--- src/rtl/readout_scheduler.sv ---
// Per-event readout sequencer: L1 accept -> eventStart, round-robin pixel hits, quiet trailer cycle.
// Events past MAXHITS are truncated and the leftover pixel hits are drained and discarded.
module readout_scheduler #(
    parameter int NPIX    = 16,
    parameter int MAXHITS = 255
) (
    input  logic              clk,
    input  logic              reset,
    input  logic              l1aValid,
    input  logic [11:0]       l1aBCID,
    input  logic [7:0]        l1aL1Counter,
    output logic              l1aAck,
    input  logic [NPIX-1:0]   hitReq,
    input  logic [31*NPIX-1:0] hitData,
    output logic [NPIX-1:0]   hitGrant,
    input  logic              stall,
    output logic              eventStart,
    output logic              hit,
    output logic [7:0]        pixelID,
    output logic [28:0]       TDCData,
    output logic [1:0]        EA,
    output logic [11:0]       BCID,
    output logic [7:0]        L1Counter,
    output logic              busy,
    output logic              truncated,
    output logic [15:0]       eventCount
);
    localparam int PW = (NPIX > 1) ? $clog2(NPIX) : 1;
    localparam logic [7:0] MAXC = 8'(MAXHITS);

    typedef enum logic [1:0] {IDLE, SCAN, DRAIN} state_t;

    state_t        state;
    logic [PW-1:0] rrPtr;
    logic [7:0]    hitCnt;

    logic [NPIX-1:0] rot;
    logic            reqAny;
    logic [PW-1:0]   selIdx;
    logic [PW-1:0]   nextPtr;
    logic [30:0]     selData;
    logic            grantEn;

    // Rotate requests so bit 0 is rrPtr; the first set bit is the round-robin winner.
    always_comb begin
        int off;
        int s;
        off    = 0;
        s      = 0;
        reqAny = 1'b0;
        rot    = NPIX'({hitReq, hitReq} >> rrPtr);
        for (int k = 0; k < NPIX; k++) begin
            if (!reqAny && rot[k]) begin
                reqAny = 1'b1;
                off    = k;
            end
        end
        s = int'(rrPtr) + off;
        if (s >= NPIX) s = s - NPIX;
        selIdx  = PW'(s);
        nextPtr = (selIdx == PW'(NPIX - 1)) ? '0 : selIdx + 1'b1;
        selData = '0;
        for (int k = 0; k < NPIX; k++) begin
            if (PW'(k) == selIdx) selData = hitData[31*k +: 31];
        end
    end

    // Grants and acks are FIFO pops, so they must vanish during stall and reset.
    always_comb begin
        grantEn = 1'b0;
        if (reqAny && !stall && !reset) begin
            if (state == SCAN && hitCnt < MAXC) grantEn = 1'b1;
            if (state == DRAIN)                 grantEn = 1'b1;
        end
    end

    assign hitGrant = grantEn ? (NPIX'(1) << selIdx) : '0;
    assign l1aAck   = (state == IDLE) && l1aValid && !stall && !reset;
    assign busy     = (state != IDLE);

    always_ff @(posedge clk or posedge reset) begin
        if (reset) begin
            state      <= IDLE;
            rrPtr      <= '0;
            hitCnt     <= '0;
            eventStart <= 1'b0;
            hit        <= 1'b0;
            pixelID    <= '0;
            TDCData    <= '0;
            EA         <= '0;
            BCID       <= '0;
            L1Counter  <= '0;
            truncated  <= 1'b0;
            eventCount <= '0;
        end else if (!stall) begin
            eventStart <= 1'b0;
            hit        <= 1'b0;
            truncated  <= 1'b0;
            case (state)
                IDLE: begin
                    if (l1aValid) begin
                        eventStart <= 1'b1;
                        BCID       <= l1aBCID;
                        L1Counter  <= l1aL1Counter;
                        hitCnt     <= '0;
                        rrPtr      <= '0;
                        eventCount <= eventCount + 16'd1;
                        state      <= SCAN;
                    end
                end
                SCAN: begin
                    if (!reqAny) begin
                        state <= IDLE;
                    end else if (hitCnt < MAXC) begin
                        hit     <= 1'b1;
                        pixelID <= 8'(selIdx);
                        EA      <= selData[30:29];
                        TDCData <= selData[28:0];
                        hitCnt  <= hitCnt + 8'd1;
                        rrPtr   <= nextPtr;
                    end else begin
                        truncated <= 1'b1;
                        state     <= DRAIN;
                    end
                end
                DRAIN: begin
                    if (!reqAny) state <= IDLE;
                    else         rrPtr <= nextPtr;
                end
                default: state <= IDLE;
            endcase
        end
    end
endmodule

--- config.mk ---
export PLATFORM = sky130hd
export DESIGN_NAME = readout_scheduler
export DESIGN_NICKNAME = d
export VERILOG_FILES = /design/src/rtl/readout_scheduler.sv
export SDC_FILE = /design/constraint.sdc
export NUM_CORES = 1
export LEC_CHECK = 0
export BUFFER_PORTS_ARGS = -buffer_cell sky130_fd_sc_hd__clkbuf_2
export CAP_MARGIN = 40
export CORE_AREA = 2 2 245 247
export DETAILED_ROUTE_END_ITERATION = 10
export DIE_AREA = 0 0 247 249
export GPL_TIMING_DRIVEN = 0
export PLACE_DENSITY = 0.44
export SLEW_MARGIN = 20
export SYNTH_ARGS = -nofsm -noshare
export SYNTH_HDL_FRONTEND = slang
export SYNTH_SLANG_ARGS = --single-unit
export TNS_END_PERCENT = 1
--- constraint.sdc ---
create_clock -name clk -period 7.3 [get_ports clk]
set_clock_uncertainty 0.2 [all_clocks]
set_input_delay 0.365 -clock clk [delete_from_list [all_inputs] [get_ports clk]]
set_output_delay 0.365 -clock clk [all_outputs]
set_load 0.05 [all_outputs]
### Yosys cells after proc, flatten, opt, wreduce, memory -nomap -nowiden

Cells that the tools add are included.

* add/sub/neg operators: 5
* $lt $le $gt $ge: 2
* equality and inequality tests: 24
* shift-type cells: 2
* multiplexer cells: 75
* bitwise logic cells: 1
* reductions and logical operators: 48

Operators by type and width (count)
* 31-bit 2-to-1 mux: 16
* 32-bit 2-to-1 mux: 14
* 5-bit by 32-bit adder with 32-bit output: 1
* 4-bit equality test, first input constant: 8
* 32-bit by 6-bit >= comparator with 1-bit output, second input constant: 1
* 32-bit by 4-bit >> shifter with 16-bit output: 1
* 1-bit 2-to-1 mux: 28
* 4-bit 2-to-1 mux: 6
* 8-bit 2-to-1 mux: 3
* 1-bit logical AND: 21
* 1-bit zero test: 17
* 16-bit by 1-bit adder with 16-bit output, second input constant: 1
* 3-bit by 4-bit equality test with 1-bit output, first input constant: 4
* 16-bit 2-to-1 mux: 1
* 8-bit case mux with 2 select lines: 1
* 1-bit by 4-bit left shift with 16-bit output, first input constant: 1
* 4-bit case mux with 3 select lines: 1
* 8-bit by 1-bit adder with 8-bit output, second input constant: 1
* 2-bit by 4-bit equality test with 1-bit output, first input constant: 2
* 8-bit < comparator, second input constant: 1
* 2-bit 2-to-1 mux: 4
* 2-bit inequality test, second input constant: 4
* 4-bit AND reduction: 2
* 2-bit case mux with 3 select lines: 1
* other kinds (16): 17

* bits in registers: 88
* input port bits: 536
* output and inout port bits: 96
* word-level logic and storage cells: 169

### Depth between registers and ports, before layout

* depth after elaboration: 67
* mapped depth: 27
* depth with buffers taken out: 22

### Least setup slack after synthesis

No wires, ideal clock.

* kind: reg-to-reg
* start point: reg rrPtr[0]
* end point: reg TDCData[10]
* setup time: 96 ps
* arrival time: 5279 ps
* required time: 7004 ps
* path slack: 1725 ps
* stages on the path, launching flop included: 24
* buffers on the path: 4
* period minus slack after synthesis: 5575 ps
* path through: dfrtp_1 -> buf_6 -> mux4_2 -> mux2_2 -> or3_1 -> nor2_1 -> a32o_1 -> a22oi_1 -> a21oi_1 -> o21bai_1 -> ha_1 -> inv_1 -> fa_1 -> ha_1 -> clkbuf_1 -> nor3b_1 -> clkbuf_1 -> buf_1 -> a22oi_1 -> o21ai_0 -> o221ai_1 -> o21ai_0 -> a211oi_1 -> o31ai_1

* word-level cells in the longest chain between the ends: 67
* elaborated cells between the ends (all ways): 99
* classes of those cells: 2 x add/sub; 1 x order compare; 15 x eq/ne; 1 x shift; 48 x mux; 32 x reduce/logical

Ends and longest elaborated chain
* start: declaration: RTL line 34 `logic [PW-1:0] rrPtr;`
* start signal: assignment: RTL line 120 `rrPtr <= nextPtr;`
* start signal: assignment: RTL line 128 `else rrPtr <= nextPtr;`
* 32-bit by 4-bit >> shifter with 16-bit output: RTL line 51 `rot = NPIX'({hitReq, hitReq} >> rrPtr);`
* 1-bit 2-to-1 mux: RTL line 53 `if (!reqAny && rot[k]) begin`
* 1-bit zero test: RTL line 53
* 1-bit logical AND: RTL line 53
* 1-bit 2-to-1 mux: RTL line 53
* 1-bit zero test: RTL line 53
* 1-bit logical AND: RTL line 53
* 1-bit 2-to-1 mux: RTL line 53
* [... 36 more ...]
* 1-bit zero test: RTL line 53
* 1-bit logical AND: RTL line 53
* 32-bit 2-to-1 mux: RTL line 53
* 5-bit by 32-bit adder with 32-bit output: RTL line 58 `s = int'(rrPtr) + off;`
* 32-bit by 6-bit >= comparator with 1-bit output / 4-bit by 1-bit subtractor with 4-bit output (equally long branches): RTL line 59 `if (s >= NPIX) s = s - NPIX;`
* 4-bit 2-to-1 mux: RTL line 59
* 4-bit zero test: RTL line 64 `if (PW'(k) == selIdx) selData = hitData[31*k +: 31];`
* 31-bit 2-to-1 mux (16 in a row): RTL line 64
* end signal: assignment: RTL line 118 `TDCData <= selData[28:0];`
* end: declaration: RTL line 20 `output logic [28:0] TDCData,`

Parallel ways exist; a longest one is shown, timed or not.
A chain may end at the register's enable or synchronous reset.

### Final worst setup path

* start point: reg rrPtr[3]
* end point: reg TDCData[19]

* word-level cells in the longest chain between the ends: 67
* elaborated cells between the ends (all ways): 99
* classes of those cells: 2 x add/sub; 1 x order compare; 15 x eq/ne; 1 x shift; 48 x mux; 32 x reduce/logical

Ends and longest elaborated chain
* 32-bit by 4-bit >> shifter with 16-bit output: RTL line 51
* 1-bit 2-to-1 mux: RTL line 53
* 1-bit zero test: RTL line 53
* 1-bit logical AND: RTL line 53
* 1-bit 2-to-1 mux: RTL line 53
* 1-bit zero test: RTL line 53
* 1-bit logical AND: RTL line 53
* 1-bit 2-to-1 mux: RTL line 53
* [... 38 more ...]
* 32-bit 2-to-1 mux: RTL line 53
* 5-bit by 32-bit adder with 32-bit output (*): RTL line 58
* 32-bit by 6-bit >= comparator with 1-bit output / 4-bit by 1-bit subtractor with 4-bit output (equally long branches): RTL line 59
* 4-bit 2-to-1 mux (*): RTL line 59
* net selIdx[1]: RTL line 39 `logic [PW-1:0] selIdx;`
* 4-bit zero test: RTL line 64
* 31-bit 2-to-1 mux (15 in a row): RTL line 64
* 31-bit 2-to-1 mux (*): RTL line 64

The timed path passes the listed nets; every way through them passes the cells marked *.

==> flow_summary.toml <==
[yosys]
muxShareOfSynthArea_pct = 7.532
synth.distinct_cells = 69
synth_area_leaders = "dfrtp_1 (25%), a221oi_1 (8.6%), nand2_1 (7.5%)"
yosysWarnings = 0
synth_commonest_cells = "nand2_1 (179), o21ai_0 (113), nor2_1 (94), dfrtp_1 (88), a221oi_1 (87)"
async_reset_ff_share_pct = 100.0
ys_ff_latch = 88
synth.avg_cell_area_um2 = 7.526
synthCells = 1183
synth_top_family_by_area = "compound AO/OA/AOI/OAI gates"
netlist.area_leader.share_pct = 24.73
synth-main-ff-cell = "dfrtp_1"
synth_compound_area_share_pct = 36.76
synth_edf_count = 0
synth-xor-area-share_pct = 2.347
synth_top_area_cell = "dfrtp_1"
syn_area_um2 = 8904
synth-simple-area-share_pct = 19.62
ys_seq_area_share_pct = 24.73
synth_adder_area_share_pct = 2.333
yosys.cell_count.top_type = "nand2_1"

[grt]
grt-ovfl-total = 0
grt_pass1_wl_um = 113000
grt_use_total_pct = 26.81
grt_pass1_vias = 13300
antenna_found_initial = 35
grt_max_degree = 52

[sta]
setup_ws_ps = 257.0
setup_tns_ps = 0
max_slew.worst_pin.slew_ps = 888.8
fin_crit_sh_pct = 96.48
fmax_mhz = 142.0
setup_violations = 0
hold_viol = 0
relSlewSlack_pct = 40.62
report.final.slew_viol_count = 0
period_minus_slack_ps = 7043
rsz0062_at_grt = "yes"

[floorplan]
core_area_um2 = 58690
ioPinCount = 632
row_count = 89
die_x_um = 247
start_util_pct = 15.17
die_area_um2 = 61500
die_y_um = 249

[finish]
nets = 2398
final_area_um2 = 13860
layout-drive-gt1-share_pct = 42.19
fin_cells = 2639
syn_to_final_growth_pct = 55.69

[critical_path]
critical_path.max_fanout = 10
end_kind = "flip-flop"
r2r-start = "rrPtr[3]"
worstPathArrival_ps = 7100
crit_type = "reg2reg"
start_kind = "flip-flop"
startpoint = "rrPtr[3]"
crit_required_ps = 7350

[clock_tree]
cts_setup_buffers = 0
tritoncts = "yes"
numClockSinks = 88
clk_latency_ps = 360
path_clk_slew_ps = 70
cts_buffer_depth = 2
cts-root-buf = "clkbuf_16"
h-tree-depth = 3
cts_buffers = 9

[place]
dp_cells = 2597
gp_congestion = 0.9728
place_area_um2 = 13160
numPortBuffers = 626
place_ws_ps = -954.8
dp_hpwl_um = 73990

[routing]
drt_pre_antenna_iters = 5
drtIter0Drc = 1211
drcViolationCount = 0
drt.antenna.violating_nets = 0
num_vias = 13240
wl_per_cell_um = 32.30
vias_per_cell = 5.017
wl_um = 85240

[hold_path]
hold_path_startpoint = "l1aL1Counter[1]"
hp-class = "in2reg"

[flow_run]
maxCapViolCount = 0

[status]
status = "finished, final reports clean"
-- cell families (layout without fill, tap and decap cells) --
kind of cell / count (synthesis) / in the layout
AND/OR/NAND/NOR: 398 / 398
AO/OA/AOI/OAI: 470 / 470
XOR/XNOR: 23 / 23
other: 1 / 19
multiplexers: 45 / 45
flip-flops: 88 / 88
adder cells (fa/ha/maj): 16 / 16
buffers and inverters: 142 / 807
-- layer usage --
layer | part of all wire [%] | global-route usage [%] | vias up
li1 | - | - | 5888
met2 | 49 | 46.31 | 760
met3 | 7.0 | 4.805 | 130
met5 | 0.082 | 0 | -
met4 | 3.5 | 9.208 | 12
met1 | 41 | 33.16 | 6451
-- repair_timing --
item | in CTS | in global routing
hold buffers | 14 | 0
resized for setup | 38 | 63
pin swaps | 0 | 0
hold endpoints to repair | 50 | 0
endpoints found under the setup margin | 32 | 36
-- final cells by class --
class,instances,area (um2)
Clock inverter,7,106.4
Multi-Input combinational cell,956,6260
Buffer,114,543.0
Tap cell,773,967.2
Sequential cell,88,2202
Timing Repair Buffer,654,3430
Inverter,23,91.34
Clock buffer,9,225.2
Fill cell,6675,44820
Antenna cell,15,37.54
-- state kept, by name, indices dropped and copies added, names as in the netlist --
| name | flops |
|---|---|
| BCID | 12 |
| hit | 1 |
| EA | 2 |
| L1Counter | 8 |
| pixelID | 4 |
| state | 2 |
| eventStart | 1 |
| eventCount | 16 |
| truncated | 1 |
| rrPtr | 4 |
| TDCData | 29 |
| hitCnt | 8 |
-- placed cells by master (no fill, tap or decap), types with 13 or more instances in the layout --
cell           synthesis  final
a221oi_1              87     78
a22oi_1               33     33
nand2_1              179    176
a31oi_1               18     18
clkbuf_2               1    656
xnor2_1               16     16
buf_2                 12     13
diode_2                0     15
a21oi_1               65     64
dfrtp_1               88     88
o211ai_1              46     46
mux4_2                14     14
inv_1                 21     20
mux2i_1               19     18
o221ai_1              14     14
o21ai_0              113    102
buf_1                 17     14
nor3_1                26     26
dlygate4sd3_1          0     14
nand3_1               37     37
nor2_1                94     92
o21ai_1                6     13
o22ai_1               16     16
clkbuf_1              80     46
-- critical path, cell delays in order (launching register included) --
cell	delay [ps]
dfrtp_1	460
buf_2	290
clkbuf_4	280
mux2i_1	330
nand2_1	120
o221a_2	320
o31ai_1	460
nand2_1	180
a21oi_1	160
a211oi_1	70
o21bai_1	210
ha_1	220
inv_1	60
fa_2	520
inv_1	130
ha_1	150
clkbuf_2	270
and2_1	170
clkbuf_1	400
clkbuf_2	450
nor2_1	160
a22oi_1	530
o2111ai_1	300
nor2_1	150
o22ai_1	110
a22o_1	210
-- final timing paths --
path,to,slack [ps],depth (start not counted)
max in group asynchronous,TDCData[3],5840,4
min in group asynchronous,BCID[11],450,3
min,L1Counter[1],20,3
max reg2reg,TDCData[19],260,25
max,TDCData[19],260,25
min reg2reg,hitCnt[4],280,1
-- metrics by stage --
| step | utilization [%] | hold slack (ps) |
|---|---|---|
| finish | 23.62 | 17.86 |
| global route | 23.62 | 19.08 |
| CTS | 23.32 | 3.470 |
| detailed placement | 22.43 | 265.3 |
| global placement | 22.18 | 258.3 |
| floorplan | - | 238.3 |
Power is left out: the tool's default activity adds up to more than one toggle a clock period on the data nets, which glitch-free logic cannot reach.
